[config.mk]
export PLATFORM = sky130hd
export DESIGN_NAME = fft_frame_ctrl
export DESIGN_NICKNAME = d
export VERILOG_FILES = /design/src/rtl/fft_frame_ctrl.sv
export SDC_FILE = /design/constraint.sdc
export NUM_CORES = 1
export LEC_CHECK = 0
export CAP_MARGIN = 40
export CORE_UTILIZATION = 45
export CTS_CLUSTER_SIZE = 12
export DETAILED_ROUTE_END_ITERATION = 6
export PLACE_DENSITY = 0.73
export SLEW_MARGIN = 20
export SYNTH_ARGS = -nofsm -noshare
export SYNTH_HDL_FRONTEND = slang
export SYNTH_SLANG_ARGS = --single-unit
[constraint.sdc]
create_clock -name clk_50m -period 2.5 [get_ports clk_50m]
set_input_delay 0.25 -clock clk_50m [delete_from_list [all_inputs] [get_ports clk_50m]]
set_output_delay 0.25 -clock clk_50m [all_outputs]
set_load 0.01 [all_outputs]
[src/rtl/fft_frame_ctrl.sv]
// -----------------------------------------------------------------------------
// fft_frame_ctrl
//
// Frame sequencer in front of the FFT -> magnitude path. It packs the ADC sample
// strobe into FFT_LEN-sample Avalon-ST frames for the FFT sink. It then holds off
// the next frame until the magnitude stream reports its end-of-packet, so only
// one frame is ever in flight. It reports frame completion, magnitude timeout and
// input overrun.
//
// Parameters
//   FFT_LEN  samples per frame (>= 2)
//   DATA_W   ADC / FFT sink sample width, two's complement
//   GAP_CYC  idle clocks between magnitude eop and the next frame (>= 1)
//   TIMEOUT  max clocks spent waiting for magnitude eop before abort (>= 1)
//
// Ports
//   clk_50m      in   system clock, rising edge
//   rst          in   synchronous reset, active-high
//   start        in   one-shot frame request, looked at in IDLE only
//   cont_en      in   re-arm automatically after the gap
//   adc_data     in   ADC sample
//   adc_valid    in   ADC sample strobe, one clock per sample
//   sink_ready   in   FFT sink ready
//   sink_valid   out  FFT sink valid
//   sink_sop     out  first sample of frame
//   sink_eop     out  last sample of frame
//   sink_real    out  held ADC sample
//   sink_imag    out  constant zero
//   mag_valid    in   data_valid from magnitude stage
//   mag_eop      in   data_eop from magnitude stage
//   busy         out  sequencer not idle
//   frame_done   out  one-clock pulse per completed frame
//   frame_cnt    out  completed frames, wraps 0xFFFF -> 0
//   timeout_err  out  sticky magnitude timeout flag
//   overrun_err  out  sticky dropped-sample flag
//   dbg_state    out  current FSM state (IDLE=0, FEED=1, WAIT_MAG=2, GAP=3)
//
// Sink handshake: a beat transfers on every rising edge where sink_valid and
// sink_ready are both 1. Once sink_valid is raised, sink_valid, sink_real,
// sink_imag, sink_sop and sink_eop hold steady until that transfer happens;
// sink_ready may change freely and never feeds back into sink_valid.
// -----------------------------------------------------------------------------
module fft_frame_ctrl #(
  parameter int FFT_LEN = 1024,
  parameter int DATA_W  = 16,
  parameter int GAP_CYC = 16,
  parameter int TIMEOUT = 4096
) (
  input  logic              clk_50m,
  input  logic              rst,
  input  logic              start,
  input  logic              cont_en,
  input  logic [DATA_W-1:0] adc_data,
  input  logic              adc_valid,
  input  logic              sink_ready,
  output logic              sink_valid,
  output logic              sink_sop,
  output logic              sink_eop,
  output logic [DATA_W-1:0] sink_real,
  output logic [DATA_W-1:0] sink_imag,
  input  logic              mag_valid,
  input  logic              mag_eop,
  output logic              busy,
  output logic              frame_done,
  output logic [15:0]       frame_cnt,
  output logic              timeout_err,
  output logic              overrun_err,
  output logic [1:0]        dbg_state
);

  localparam int CNT_W = (FFT_LEN > 1) ? $clog2(FFT_LEN) : 1;
  localparam int TMR_W = (TIMEOUT > 1) ? $clog2(TIMEOUT) : 1;
  localparam int GAP_W = (GAP_CYC > 1) ? $clog2(GAP_CYC) : 1;

  localparam logic [CNT_W-1:0] CNT_LAST = CNT_W'(FFT_LEN - 1);
  localparam logic [TMR_W-1:0] TMR_LAST = TMR_W'(TIMEOUT - 1);
  localparam logic [GAP_W-1:0] GAP_LAST = GAP_W'(GAP_CYC - 1);

  typedef enum logic [1:0] {
    ST_IDLE     = 2'd0,
    ST_FEED     = 2'd1,
    ST_WAIT_MAG = 2'd2,
    ST_GAP      = 2'd3
  } state_t;

  state_t              state_q,       state_d;
  logic [CNT_W-1:0]    cnt_q,         cnt_d;
  logic                hold_full_q,   hold_full_d;
  logic [DATA_W-1:0]   hold_data_q,   hold_data_d;
  logic [TMR_W-1:0]    tmr_q,         tmr_d;
  logic [GAP_W-1:0]    gap_q,         gap_d;
  logic                frame_done_q,  frame_done_d;
  logic [15:0]         frame_cnt_q,   frame_cnt_d;
  logic                timeout_err_q, timeout_err_d;
  logic                overrun_err_q, overrun_err_d;

  logic beat_acc;
  logic last_beat;

  // The hold register only ever fills while in FEED and is emptied on the eop
  // beat, so hold_full_q alone is the sink valid.
  assign beat_acc  = hold_full_q & sink_ready;
  assign last_beat = (cnt_q == CNT_LAST);

  // ---------------------------------------------------------------------------
  // Next-state / datapath
  // ---------------------------------------------------------------------------
  always_comb begin
    state_d       = state_q;
    cnt_d         = cnt_q;
    hold_full_d   = hold_full_q;
    hold_data_d   = hold_data_q;
    tmr_d         = tmr_q;
    gap_d         = gap_q;
    frame_done_d  = 1'b0;
    frame_cnt_d   = frame_cnt_q;
    timeout_err_d = timeout_err_q;
    overrun_err_d = overrun_err_q;

    case (state_q)
      ST_IDLE: begin
        cnt_d       = '0;
        hold_full_d = 1'b0;
        if (start || cont_en) begin
          state_d = ST_FEED;
        end
      end

      ST_FEED: begin
        if (beat_acc) begin
          if (last_beat) begin
            // Frame complete: anything arriving alongside the eop beat
            // belongs to no frame and is discarded without an overrun.
            cnt_d       = '0;
            hold_full_d = 1'b0;
            tmr_d       = '0;
            state_d     = ST_WAIT_MAG;
          end else begin
            // Slot frees this edge, so a coincident sample refills it.
            cnt_d       = cnt_q + 1'b1;
            hold_full_d = adc_valid;
            if (adc_valid) begin
              hold_data_d = adc_data;
            end
          end
        end else if (adc_valid) begin
          if (hold_full_q) begin
            // Stalled with a sample still pending: drop the newcomer so the
            // presented beat stays stable.
            overrun_err_d = 1'b1;
          end else begin
            hold_full_d = 1'b1;
            hold_data_d = adc_data;
          end
        end
      end

      ST_WAIT_MAG: begin
        if (mag_valid && mag_eop) begin
          frame_done_d = 1'b1;
          frame_cnt_d  = frame_cnt_q + 16'd1;
          gap_d        = '0;
          state_d      = ST_GAP;
        end else if (tmr_q == TMR_LAST) begin
          timeout_err_d = 1'b1;
          state_d       = ST_IDLE;
        end else begin
          tmr_d = tmr_q + 1'b1;
        end
      end

      ST_GAP: begin
        if (gap_q == GAP_LAST) begin
          cnt_d       = '0;
          hold_full_d = 1'b0;
          state_d     = cont_en ? ST_FEED : ST_IDLE;
        end else begin
          gap_d = gap_q + 1'b1;
        end
      end

      default: begin
        state_d = ST_IDLE;
      end
    endcase
  end

  // ---------------------------------------------------------------------------
  // State registers
  // ---------------------------------------------------------------------------
  always_ff @(posedge clk_50m) begin
    if (rst) begin
      state_q       <= ST_IDLE;
      cnt_q         <= '0;
      hold_full_q   <= 1'b0;
      hold_data_q   <= '0;
      tmr_q         <= '0;
      gap_q         <= '0;
      frame_done_q  <= 1'b0;
      frame_cnt_q   <= '0;
      timeout_err_q <= 1'b0;
      overrun_err_q <= 1'b0;
    end else begin
      state_q       <= state_d;
      cnt_q         <= cnt_d;
      hold_full_q   <= hold_full_d;
      hold_data_q   <= hold_data_d;
      tmr_q         <= tmr_d;
      gap_q         <= gap_d;
      frame_done_q  <= frame_done_d;
      frame_cnt_q   <= frame_cnt_d;
      timeout_err_q <= timeout_err_d;
      overrun_err_q <= overrun_err_d;
    end
  end

  // ---------------------------------------------------------------------------
  // Outputs
  // ---------------------------------------------------------------------------
  assign sink_valid  = hold_full_q;
  assign sink_sop    = hold_full_q & (cnt_q == '0);
  assign sink_eop    = hold_full_q & last_beat;
  assign sink_real   = hold_data_q;
  assign sink_imag   = '0;
  assign busy        = (state_q != ST_IDLE);
  assign frame_done  = frame_done_q;
  assign frame_cnt   = frame_cnt_q;
  assign timeout_err = timeout_err_q;
  assign overrun_err = overrun_err_q;
  assign dbg_state   = state_q;

endmodule

Word-level counts from Yosys, hierarchy flattened
Index checks and enable logic that the tools add are counted.

Register bits after elaboration: 64. Input bits: 24. Word-level logic and storage cells: 89.

$add $sub $neg: 4. Equal/unequal tests: 18. Mux-type cells: 31. Bitwise gates (word level): 6. Reductions and logical operators: 20.

Operator list (number): $mux 16 (5); $mux 12 (4); $mux 10 (3); $pmux 10 s3 (1); $pmux 12 s2 (1); $ne 2x2->1 const B (9); $add 16x1->16 const B (1); $reduce_and 5->1 (3); $add 12x1->12 const B (1); $eq 12x12->1 const B (1); $mux 2 (6); $reduce_and 3->1 (4); $add 10x1->10 const B (1); $eq 10x10->1 const B (1); $logic_not 10->1 (1); $reduce_bool 2->1 (5); $mux 4 (2); $pmux 2 s4 (1); $pmux 4 s2 (1); $mux 1 (6); $ne 3x3->1 const B (2); $add 4x1->4 const B (1); $eq 2x2->1 const B (2); $eq 4x4->1 const B (1); other kinds (12) (16).

Depth between registers and ports, before layout
Gate-level depths: netlist of run 1.

Depth after elaboration: 4. Mapped depth: 7. Gate-level depth less buffers: 5.

Worst setup path after synthesis of run 1
Ideal clock, no wire load.

Path type: flip-flop to flip-flop. From: reg cnt_q[0]. To: reg tmr_q[10]. Arrival time: 1568 ps. Slack: 793 ps. Cell stages (with the launch flop): 7. Buffers on the path: 1. Clock period less this slack: 1707 ps. Cells stage by stage: dfxtp_1 -> ha_1 -> and3_1 -> nand3_1 -> buf_2 -> o221ai_1 -> a31oi_1.

Word-level cells in the longest chain between the ends: 3.

Ends and longest elaborated chain: start: declaration (line 87) `logic [CNT_W-1:0] cnt_q, cnt_d;`; start signal: assignment (line 205) `cnt_q <= cnt_d;`; $eq 10x10->1 (line 103) `assign last_beat = (cnt_q == CNT_LAST);`; $ne 2x2->1 (no source line); $reduce_and 5->1 (no source line); end signal: assignment (line 208) `tmr_q <= tmr_d;`; end: declaration (line 90) `logic [TMR_W-1:0] tmr_q, tmr_d;`.

Every way passes these cells. A chain may end at the register's enable or synchronous reset.

Final worst setup path of run 1
From: reg cnt_q[0]. To: out sink_eop.

Word-level cells in the longest chain between the ends: 2.

Ends and longest elaborated chain: $eq 10x10->1 (line 103); $and 1x1->1 (line 222) `assign sink_eop = hold_full_q & last_beat;`; end: declaration (line 58) `output logic sink_eop,`.

Every way passes these cells.

==> metrics.txt, run 1 <==
non-filler cells, final=569; number of global-route vias before repair=2797; top cell type's share of synthesized area=37.8%; critical-path cell list=ha_2 -> and3_2 -> nand3_2 -> nor2_1 -> clkdlybuf4s50_1; Final Util=58.6%; xor and xnor area share after synthesis=2.07%; first-pass GRT wire length=12700 um; asr flop ratio synth=0%; YS warnings=0; Die Span Y=88.8 um; final setup fails=0; worst skew pair latency=0.34 ns; post-CTS sizing=0; row count=31; post-route cell area=4250 sq um; H-Tree Depth=3; final net count=494; CTS tree=done; DRC viols=0; crit path kind=reg2out; Synth cell types=58; fmax=425 MHz; layout cells sized above 1=11.9%; ys flop type=dfxtp_1; main combinational cell family by area after synthesis=simple AND/OR/NAND/NOR gates; Critical-path top delay cell=clkdlybuf4s50_1; final WL=7930 um; Hold Vio Cnt, Final=0; Port Buffers=64; sequential area share after synthesis=37.8%; simple-gate portion of the synthesized area=28.6%; Post-Syn Area=3390 sq um; flop-to-flop setup slack=0.52 ns; CP Buf/Inv Count=1; P_leak=1.47 nW; Crit. End Element=primary output; type of the tightest min-delay check=in2reg; buffers inserted by post-CTS timing repair=0; clock skew=0.00769 ns; Post-synth EDFFs=0; fillcell total=660; multiplexer share of the synthesized area=0.627%; Synth Area in Compound Gates=21.2%; RSZ-0062 raised after global routing=false; setup TNS=0 ns; root buf cell=clkbuf_8; # Max-Cap Violations=0; Post-synth top cells=dfxtp_1 (64), a21oi_1 (42), nand2_1 (29), o21ai_0 (29), nor2_1 (26); Tcrit/Tclk final=94.2%; largest net degree at the start of global routing=37; Syn Inst Count=405; Avg Inst Size Synth=8.37 sq um; Post-DP HPWL=5520 um; synth top area cells=dfxtp_1 (38%), a21oi_1 (6.2%), o21ai_0 (4.3%); clk buf depth=2; crit-path max FO=7; cell with the most instances after synthesis=dfxtp_1; maximum vdd drop=0.000242 V; status=completed; Worst-path clk slew=0.07 ns; fin. max-slew vios=0; Reg area=1280 sq um; antenna violations before repair=0; CTS sink cnt=64; Worst EP required=2.25 ns; dominant cell type by area after synthesis=dfxtp_1; Starting DRT DRC Count=159; via count=3128; RePlAce Congestion=0.901; Synth-to-Final Area Change=25.3%; Initial Util=46.7%; Tightest Pin Transition=0.623 ns; Hold-fix buffers, CTS=0; # diodes=0; wire length per cell=13.9 um; Multi-input gate area=1910 sq um; Max-slew headroom=58.5%; core region area=7250 sq um; CTS buffer count=9; remaining antenna violation count=0; Post-Synth Adder-Cell Area=1.85%; Synth Register Bits=64; min Tclk post-route=2.35 ns; Total GRT Usage=20.4%; dpl cells=553; placed inst area=4050 sq um; Congestion Overflow GR=0; Pre-antenna DRT Iters=4; delay of the slowest critical-path stage=0.54 ns; die area=7890 sq um; vias per cell=5.50; power density cells=504 nW/um^2; Horiz. Die Dim=88.8 um; Ports=81; CP arrival=2.10 ns; CP startpoint kind=flip-flop; Crit path max-delay family=simple AND/OR/NAND/NOR gates
==> metrics by stage <==
| step | worst slack, ns | power, mW | hold slack (ns) |
|---|---|---|---|
| after floorplan | 0.793 | 1.19 | 0.433 |
| after global placement | 0.439 | 1.27 | 0.448 |
| after detailed placement | 0.398 | 1.28 | 0.456 |
| after CTS | 0.0134 | 2.15 | 0.380 |
| after global routing | 0.00656 | 2.23 | 0.415 |
| final | 0.145 | 2.14 | 0.401 |
==> flip-flops by register name, indices dropped and copies added (netlist names) <==
name,flops
cnt_q,10
dbg_state,2
frame_cnt,16
tmr_q,12
sink_real,16
timeout_err,1
gap_q,4
sink_valid,1
frame_done,1
overrun_err,1
==> worst register-to-register path, stage by stage, from the launching register on <==
cell and delay (ns):
dfxtp_1 0.43, ha_2 0.25, and3_2 0.24, nand3_2 0.17, o221ai_1 0.56, a31oi_1 0.18
==> cells in the final DEF (no fill, tap or decap), drive strengths merged, types with 4 or more instances in the layout <==
cell            n
dfxtp          64
clkdlybuf4s50  63
a21oi          42
o21ai          30
nand2          29
nor2           26
nand3          21
or3b           16
conb           16
a31oi          14
inv            13
clkbuf          9
nand4           9
nor3            8
and3            8
buf             8
or3             7
and2            6
a311oi          6
nor4            6
xnor2           5
ha              5
o31ai           4
or4             4
==> layout make-up <==
class	instances	area share, %
Clock inverter	7	1.68
Sequential cell	64	30.2
Timing Repair Buffer	71	16.3
Multi-Input combinational cell	307	45.0
Tap cell	99	2.92
Clock buffer	9	2.92
Inverter	12	1.06
==> final timing paths <==
check | start | to | depth (start not counted)
max | cnt_q[0] | sink_eop | 5
max reg2reg | cnt_q[0] | tmr_q[8] | 5
min | rst | timeout_err | 2
min reg2reg | timeout_err | timeout_err | 2
==> cell families after synthesis <==
group	Yosys count
buffers and inverters	49
other	1
multiplexers	2
XOR/XNOR	8
AO/OA/AOI/OAI	118
flip-flops	64
AND/OR/NAND/NOR	158
adder cells (fa/ha/maj)	5
==> per-layer routing <==
layer,vias up,share of wire [%],global-route usage (%)
met4,0,1.8,9.24
li1,1575,-,-
met1,1440,47,26.8
met5,-,0,0
met2,99,45,32.0
met3,14,7.0,4.48
==> power breakdown <==
part | leakage, nW | internal, mW | switching (mW)
combinational | 0.860 | 0.103 | 0.103
clock | 0.0916 | 0.460 | 0.426
sequential | 0.517 | 1.04 | 0.0149
total | 1.47 | 1.60 | 0.544
Note: power is estimated with default switching activity, not from simulation.
==> run 2: changes to the inputs <==
--- a/config.mk
+++ b/config.mk
@@ -7,6 +7,7 @@
 export LEC_CHECK = 0
 export CAP_MARGIN = 40
 export CORE_UTILIZATION = 45
+export CTS_CLUSTER_DIAMETER = 60
 export CTS_CLUSTER_SIZE = 12
 export DETAILED_ROUTE_END_ITERATION = 6
 export PLACE_DENSITY = 0.73
==> results of run 2 <==
Final layout, timing and power as in run 1 (identical DEF).
